`src/rtl/ad7763_pkg.sv`:
```
// Shared widths, register offsets and FSM encodings for the AD7763 bridge.
package ad7763_pkg;

  localparam int ADC_DATA_BITS = 24;
  localparam int CFG_WORD_BITS = 32;

  localparam logic [3:0] REG_CFG    = 4'h0;
  localparam logic [3:0] REG_STATUS = 4'h4;

  typedef enum logic {
    RX_IDLE,
    RX_SHIFT
  } rx_state_t;

  // SER_WAIT parks a latched word until the next SCO fall so FSI# is a full SCO period
  typedef enum logic [1:0] {
    SER_IDLE,
    SER_WAIT,
    SER_FSYNC,
    SER_SHIFT
  } ser_state_t;

endpackage

```
`src/rtl/ad7763_sync_edge.sv`:
```
// Two-flop synchronizer for one asynchronous ADC pin, with rise/fall strobes of the synced value.
// Latency: q follows din after 2 clk; rise/fall are single-cycle strobes aligned with the change of q.
// Backpressure: none, free-running.
module ad7763_sync_edge #(
  parameter logic RST_VAL = 1'b0
) (
  input  logic clk,
  input  logic rst,
  input  logic din,
  output logic q,
  output logic rise,
  output logic fall
);

  logic meta;
  logic prev;

  always_ff @(posedge clk or posedge rst) begin
    if (rst) begin
      meta <= RST_VAL;
      q    <= RST_VAL;
      prev <= RST_VAL;
    end else begin
      meta <= din;
      q    <= meta;
      prev <= q;
    end
  end

  assign rise = q & ~prev;
  assign fall = ~q & prev;

endmodule

```
`src/rtl/axi_axis_ad7763.sv`:
```
// AD7763 bridge: serial conversion frames -> AXI4-Stream samples; AXI4-Lite config words -> FSI#/SDI.
// Latency: sample on tdata 1 aclk after its 24th SCO bit; config word starts on the first SCO fall after acceptance.
// Backpressure: full output drops new samples (counted if AD7763_OVF_COUNT_EN); wready held low while a word is serializing.
module axi_axis_ad7763 import ad7763_pkg::*; #(
  parameter int AXI_ADDR_WIDTH = 12,
  parameter int AXI_DATA_WIDTH = 32,
  parameter int AXIS_WIDTH     = 24
) (
  input  logic                      aclk,
  input  logic                      rst,
  input  logic                      adc_sco,
  input  logic [AXI_ADDR_WIDTH-1:0] s_axi_awaddr,
  input  logic                      s_axi_awvalid,
  output logic                      s_axi_awready,
  input  logic [AXI_DATA_WIDTH-1:0] s_axi_wdata,
  input  logic                      s_axi_wvalid,
  output logic                      s_axi_wready,
  output logic [1:0]                s_axi_bresp,
  output logic                      s_axi_bvalid,
  input  logic                      s_axi_bready,
  input  logic [AXI_DATA_WIDTH-1:0] s_axi_araddr,
  input  logic                      s_axi_arvalid,
  output logic                      s_axi_arready,
  output logic [AXI_DATA_WIDTH-1:0] s_axi_rdata,
  output logic [1:0]                s_axi_rresp,
  output logic                      s_axi_rvalid,
  input  logic                      s_axi_rready,
  output logic [AXIS_WIDTH-1:0]     m_axis_tdata,
  output logic                      m_axis_tvalid,
  input  logic                      m_axis_tready,
  output logic                      m_axis_aclk,
  input  logic                      adc_dreadyn,
  input  logic                      adc_sdo,
  output logic                      adc_fsin,
  output logic                      adc_sdi
);

  logic sco_s, sco_rise, sco_fall;
  logic drdy_s, drdy_rise_unused, drdy_fall_unused;
  logic sdo_s, sdo_rise_unused, sdo_fall_unused;

  ad7763_sync_edge #(.RST_VAL(1'b0)) u_sync_sco (
    .clk(aclk), .rst(rst), .din(adc_sco), .q(sco_s), .rise(sco_rise), .fall(sco_fall)
  );
  // DRDY# resets to its idle level so a reset release never looks like a frame start
  ad7763_sync_edge #(.RST_VAL(1'b1)) u_sync_drdy (
    .clk(aclk), .rst(rst), .din(adc_dreadyn), .q(drdy_s), .rise(drdy_rise_unused), .fall(drdy_fall_unused)
  );
  ad7763_sync_edge #(.RST_VAL(1'b0)) u_sync_sdo (
    .clk(aclk), .rst(rst), .din(adc_sdo), .q(sdo_s), .rise(sdo_rise_unused), .fall(sdo_fall_unused)
  );

  logic unused_inputs;
  assign unused_inputs = &{1'b0, s_axi_awaddr, s_axi_awvalid, sco_s,
                           s_axi_araddr[AXI_DATA_WIDTH-1:3], s_axi_araddr[1:0]};

  rx_state_t                rx_state;
  logic [4:0]               rx_cnt;
  logic [ADC_DATA_BITS-1:0] rx_shreg;
  logic                     rx_done;
  logic [15:0]              ovf_count;

  always_ff @(posedge aclk or posedge rst) begin
    if (rst) begin
      rx_state <= RX_IDLE;
      rx_cnt   <= '0;
      rx_shreg <= '0;
      rx_done  <= 1'b0;
    end else begin
      rx_done <= 1'b0;
      if (sco_rise) begin
        case (rx_state)
          RX_IDLE: begin
            if (!drdy_s) begin
              rx_state <= RX_SHIFT;
              rx_cnt   <= '0;
            end
          end
          default: begin
            if (!drdy_s) begin
              rx_cnt <= '0;
            end else begin
              rx_shreg <= {rx_shreg[ADC_DATA_BITS-2:0], sdo_s};
              if (rx_cnt == 5'(ADC_DATA_BITS - 1)) begin
                rx_state <= RX_IDLE;
                rx_done  <= 1'b1;
              end else begin
                rx_cnt <= rx_cnt + 5'd1;
              end
            end
          end
        endcase
      end
    end
  end

`ifndef AD7763_OVF_COUNT_EN
  assign ovf_count = 16'h0;
`endif

  always_ff @(posedge aclk or posedge rst) begin
    if (rst) begin
      m_axis_tdata  <= '0;
      m_axis_tvalid <= 1'b0;
`ifdef AD7763_OVF_COUNT_EN
      ovf_count     <= '0;
`endif
    end else if (rx_done) begin
      if (!m_axis_tvalid || m_axis_tready) begin
        m_axis_tdata  <= rx_shreg;
        m_axis_tvalid <= 1'b1;
      end else begin
`ifdef AD7763_OVF_COUNT_EN
        if (ovf_count != 16'hFFFF) ovf_count <= ovf_count + 16'd1;
`endif
      end
    end else if (m_axis_tvalid && m_axis_tready) begin
      m_axis_tvalid <= 1'b0;
    end
  end

  ser_state_t               ser_state;
  logic [CFG_WORD_BITS-1:0] cfg_word;
  logic [CFG_WORD_BITS-1:0] ser_sr;
  logic [5:0]               ser_cnt;
  logic                     busy;

  assign busy          = (ser_state != SER_IDLE);
  assign s_axi_wready  = ~busy & ~s_axi_bvalid;
  assign s_axi_awready = s_axi_wready;
  assign s_axi_bresp   = 2'b00;

  always_ff @(posedge aclk or posedge rst) begin
    if (rst) begin
      ser_state    <= SER_IDLE;
      cfg_word     <= '0;
      ser_sr       <= '0;
      ser_cnt      <= '0;
      s_axi_bvalid <= 1'b0;
      adc_fsin     <= 1'b1;
      adc_sdi      <= 1'b0;
    end else begin
      if (s_axi_bvalid && s_axi_bready) s_axi_bvalid <= 1'b0;
      if (s_axi_wvalid && s_axi_wready) begin
        cfg_word     <= s_axi_wdata;
        ser_sr       <= s_axi_wdata;
        ser_state    <= SER_WAIT;
        s_axi_bvalid <= 1'b1;
      end else if (sco_fall) begin
        case (ser_state)
          SER_WAIT: begin
            adc_fsin  <= 1'b0;
            ser_state <= SER_FSYNC;
          end
          SER_FSYNC: begin
            adc_fsin  <= 1'b1;
            adc_sdi   <= ser_sr[CFG_WORD_BITS-1];
            ser_sr    <= {ser_sr[CFG_WORD_BITS-2:0], 1'b0};
            ser_cnt   <= 6'd1;
            ser_state <= SER_SHIFT;
          end
          SER_SHIFT: begin
            if (ser_cnt == 6'(CFG_WORD_BITS)) begin
              adc_sdi   <= 1'b0;
              ser_state <= SER_IDLE;
            end else begin
              adc_sdi <= ser_sr[CFG_WORD_BITS-1];
              ser_sr  <= {ser_sr[CFG_WORD_BITS-2:0], 1'b0};
              ser_cnt <= ser_cnt + 6'd1;
            end
          end
          default: ;
        endcase
      end
    end
  end

  logic [AXI_DATA_WIDTH-1:0] status_word;
  assign status_word   = {busy, 15'b0, ovf_count};
  assign s_axi_arready = ~s_axi_rvalid;
  assign s_axi_rresp   = 2'b00;

  always_ff @(posedge aclk or posedge rst) begin
    if (rst) begin
      s_axi_rvalid <= 1'b0;
      s_axi_rdata  <= '0;
    end else if (s_axi_arvalid && s_axi_arready) begin
      s_axi_rvalid <= 1'b1;
      case (s_axi_araddr[2])
        REG_CFG[2]:    s_axi_rdata <= cfg_word;
        REG_STATUS[2]: s_axi_rdata <= status_word;
      endcase
    end else if (s_axi_rvalid && s_axi_rready) begin
      s_axi_rvalid <= 1'b0;
    end
  end

  assign m_axis_aclk = aclk;

endmodule

```
`config.mk`:
```
export PLATFORM = sky130hd
export DESIGN_NAME = axi_axis_ad7763
export DESIGN_NICKNAME = d
export VERILOG_FILES = /design/src/rtl/ad7763_pkg.sv /design/src/rtl/ad7763_sync_edge.sv /design/src/rtl/axi_axis_ad7763.sv
export SDC_FILE = /design/constraint.sdc
export NUM_CORES = 1
export LEC_CHECK = 0
export ABC_AREA = 1
export CELL_PAD_IN_SITES_DETAIL_PLACEMENT = 0
export CELL_PAD_IN_SITES_GLOBAL_PLACEMENT = 2
export CORE_ASPECT_RATIO = 0.5
export CORE_UTILIZATION = 33
export CTS_BUF_LIST = sky130_fd_sc_hd__clkbuf_8 sky130_fd_sc_hd__clkbuf_16
export DETAILED_ROUTE_END_ITERATION = 10
export PLACE_DENSITY_LB_ADDON = 0.1
export SETUP_SLACK_MARGIN = 0.4
export SYNTH_ARGS = -nofsm -noshare
export SYNTH_HDL_FRONTEND = slang
export SYNTH_HIERARCHICAL = 1
export SYNTH_SLANG_ARGS = --single-unit
```
`constraint.sdc`:
```
create_clock -name aclk -period 11.78 [get_ports aclk]
set_input_delay 3.534 -clock aclk [delete_from_list [all_inputs] [get_ports aclk]]
set_output_delay 3.534 -clock aclk [all_outputs]
set_load 0.02 [all_outputs]
```
# After elaboration in Yosys (flattened, before gate mapping)
# Index checks and enable logic that the tools add are counted.
dict set report word_totals {
  reg_bits 171
  latch_bits 0
  mem_bits_rw 0
  rom_bits 0
  elab_cells 103
  mem_count 0
}
dict set report op_classes {
  addsub 2
  mul 0
  n_div 0
  order_cmp 0
  n_eq_ne 11
  shift 0
  n_mux 33
  n_bitwise 10
  reduce_logical 25
}
# op count
set ops {}
lappend ops {{case mux 32 bit (2 select lines)} 2}
lappend ops {{two-way mux 32 bit} 3}
lappend ops {{two-way mux 5 bit} 4}
lappend ops {{AND reduction 3 bit} 6}
lappend ops {{two-way mux 1 bit} 16}
lappend ops {{nonzero test 2 bit} 7}
lappend ops {{case mux 6 bit (2 select lines)} 1}
lappend ops {{inverter 1 bit} 7}
lappend ops {{adder 6 x 1 -> 6 bit, second input constant} 1}
lappend ops {{== test 6 bit, second input constant} 1}
lappend ops {{two-way mux 2 bit} 3}
lappend ops {{two-way mux 6 bit} 1}
lappend ops {{inequality test 2 bit, second input constant} 3}
lappend ops {{inequality test 3 bit, second input constant} 2}
lappend ops {{case mux 2 bit (3 select lines)} 1}
lappend ops {{adder 5 x 1 -> 5 bit, second input constant} 1}
lappend ops {{== test 5 bit, second input constant} 1}
lappend ops {{logical AND 1 bit} 5}
lappend ops {{== test 2 bit, second input constant} 2}
lappend ops {{case mux 1 bit (2 select lines)} 2}
lappend ops {{AND reduction 2 bit} 2}
lappend ops {{AND reduction 4 bit} 1}
lappend ops {{nonzero test 4 bit} 1}
lappend ops {{bitwise AND 1 bit} 3}
lappend ops {{5 further kinds} 5}

# Longest topological paths before layout
dict set report logic_depth {
  depth_word 6
  depth_mapped 10
  mapped_depth_nobuf 9
}

# Cells and area by module
# The synthesis kept the hierarchy.
# mod n_inst cells_each area_per_inst_um2
set modules_own_cells {}
lappend modules_own_cells {axi_axis_ad7763 1 772 6940.4}
lappend modules_own_cells {{ad7763_sync_edge (u_sync_sco ...)} 2 8 93.8}
lappend modules_own_cells {{ad7763_sync_edge (u_sync_drdy)} 1 8 97.6}

==> run summary <==
drt first-iter violations: 258
Pre-Repair DR Iteration Count: 4
crit start category: clock port
Slowest-stage cell, CP: clkdlybuf4s50_1
Fin Setup TNS: 0 ns
pre-CTS setup slack: 1.85 ns
Synth Cell Area: 0.00714 mm²
core area: 0.0209 mm²
DR WL/cell: 13.1 µm
crit path from: aclk
vias in the first global route: 5430
clock skew: 0.00610 ns
RePlAce Congestion: 0.738
Resize count post-CTS: 0
Least-Margin Pin Slew: 0.959 ns
min-delay worst type: reg2reg
via density per instance: 4.44
DRT Wirelength: 15.5 mm
cell mode on critical path: clkbuf_16
maxcap violations: 0
n_diodes: 0
# setup viols final: 0
hold path start: u_sync_sco/meta
share of layout cells above drive strength 1: 0.0652
worst vdd ir: 0.0991 mV
leak pwr: 4.32 nW
Max Slew Vio Count: 0
Cells after Synth: 786
Total Routing Usage GR: 0.155
setup bufs post-CTS: 0
Critical R2R Launch: ser_state[0]
clk slew on worst S/H paths: 0.07 ns
Worst Path Arrival: 6.66 ns
Critical Path Sink Type: output port
Die Area: 0.0223 mm²
CTS tree: built
worst skew pair latency: 0.54 ns
residual DRC count: 0
Mean Syn Cell Area: 9.09 µm²
post-route insts no fill: 1182
power per cell area: 217 mW/mm²
DP Wirelength: 9.79 mm
dpl cells: 1147
R2R cell count: 9
pin count of the biggest net entering global routing: 91
Ys Warns: 6
Worst Hold Depth: 0
row cnt: 37
initial antenna violation count: 0
fin nets: 972
io pins: 156
Die Y-Extent: 106 µm
IO buf count: 107
starting density of the core: 0.342
Max FO, Critical Path: 2
Worst Setup Slack, final: 1.59 ns
required time of the critical path: 8.25 ns
area grow syn2layout: 26.7%
DIE WIDTH: 210 µm
Slew HR: 0.361
grt ovf: 0
status: finished clean
cts hold-fix bufs: 0
RSZ-0062 raised after global routing: false
Crit path largest cell delay: 0.52 ns
first-pass GRT wire length: 27.0 mm
total number of vias: 5247
DRT antenna net count: 0
critical path cell sequence: clkbuf_16 -> clkbuf_16 -> clkdlybuf4s50_1
Hold Violations, Final: 0
crit path kind: clk2out
## through the flow
step / utilization / power (mW) / hold slack (ns) / area [µm²]
2_1_floorplan: - / 1.18 / 0.331 / 7160
3_3_place_gp: 0.401 / 1.34 / 0.336 / 8360
3_5_place_dp: 0.401 / 1.35 / 0.337 / 8360
4_1_cts: 0.434 / 2.00 / 0.352 / 9050
5_1_grt: 0.434 / 2.11 / 0.365 / 9050
6_report: 0.434 / 1.97 / 0.351 / 9050
## worst max-delay path: cells and delay by family
kind | cells | cell delay (ns)
buffers and inverters | 3 | 0.77
## layer usage
layer	routed length, µm	part of all wire	GRT usage
met5	0	0	0
met4	223	0.014	0.0600
met3	455	0.029	0.0419
met2	7210	0.46	0.251
met1	7640	0.49	0.197
## flip-flops by register name, summed over array words and instances (netlist names)
register,cells
u_sync_drdy/meta,1
ser_state,2
m_axis_tdata,24
u_sync_sdo/meta,1
m_axis_tvalid,1
s_axi_rdata,32
rx_cnt,5
u_sync_drdy/q,1
ser_sr,32
rx_done,1
u_sync_sdo/q,1
s_axi_rvalid,1
s_axi_bvalid,1
ser_cnt,6
u_sync_sco/q,1
adc_sdi,1
cfg_word,32
adc_fsin,1
rx_shreg,24
u_sync_sco/meta,1
u_sync_sco/prev,1
rx_state,1
## final timing paths
path | end | slack [ns]
worst max-delay path | m_axis_aclk | 1.59
worst min-delay path | u_sync_sco/q | 0.35
worst max register to register | ser_cnt[1] | 9.11
worst min register to register | u_sync_sco/q | 0.35
max in group asynchronous | cfg_word[31] | 6.65
min in group asynchronous | u_sync_sdo/meta | 3.33
## power breakdown
group	total (mW)	switching, mW	leakage, nW	internal (mW)
combinational	0.511	0.310	1.75	0.200
sequential	0.810	0.0683	2.24	0.741
clock	0.647	0.261	0.332	0.386
## placed cells by master (no fill, tap or decap), drive strengths merged, types with 2 or more instances in the layout
| cell type | n |
|---|---|
| clkinv | 4 |
| ha | 8 |
| nand4 | 5 |
| clkbuf | 20 |
| nor2 | 14 |
| buf | 6 |
| inv | 98 |
| o21ai | 89 |
| nand2 | 261 |
| clkinvlp | 3 |
| dfrtp | 168 |
| a31oi | 2 |
| conb | 4 |
| o31ai | 31 |
| a21oi | 4 |
| bufinv | 3 |
| clkdlybuf4s50 | 107 |
| nand3 | 56 |
| dfstp | 3 |
## layout make-up
cell class | count | area, µm²
fill | 2121 | 11800
multi-input combinational | 478 | 2240
tap | 292 | 365
inverter | 93 | 354
sequential | 171 | 4280
timing repair buffer | 112 | 1110
clock buffer | 21 | 510
clock inverter | 15 | 188
(Power assumes the default switching activity.)
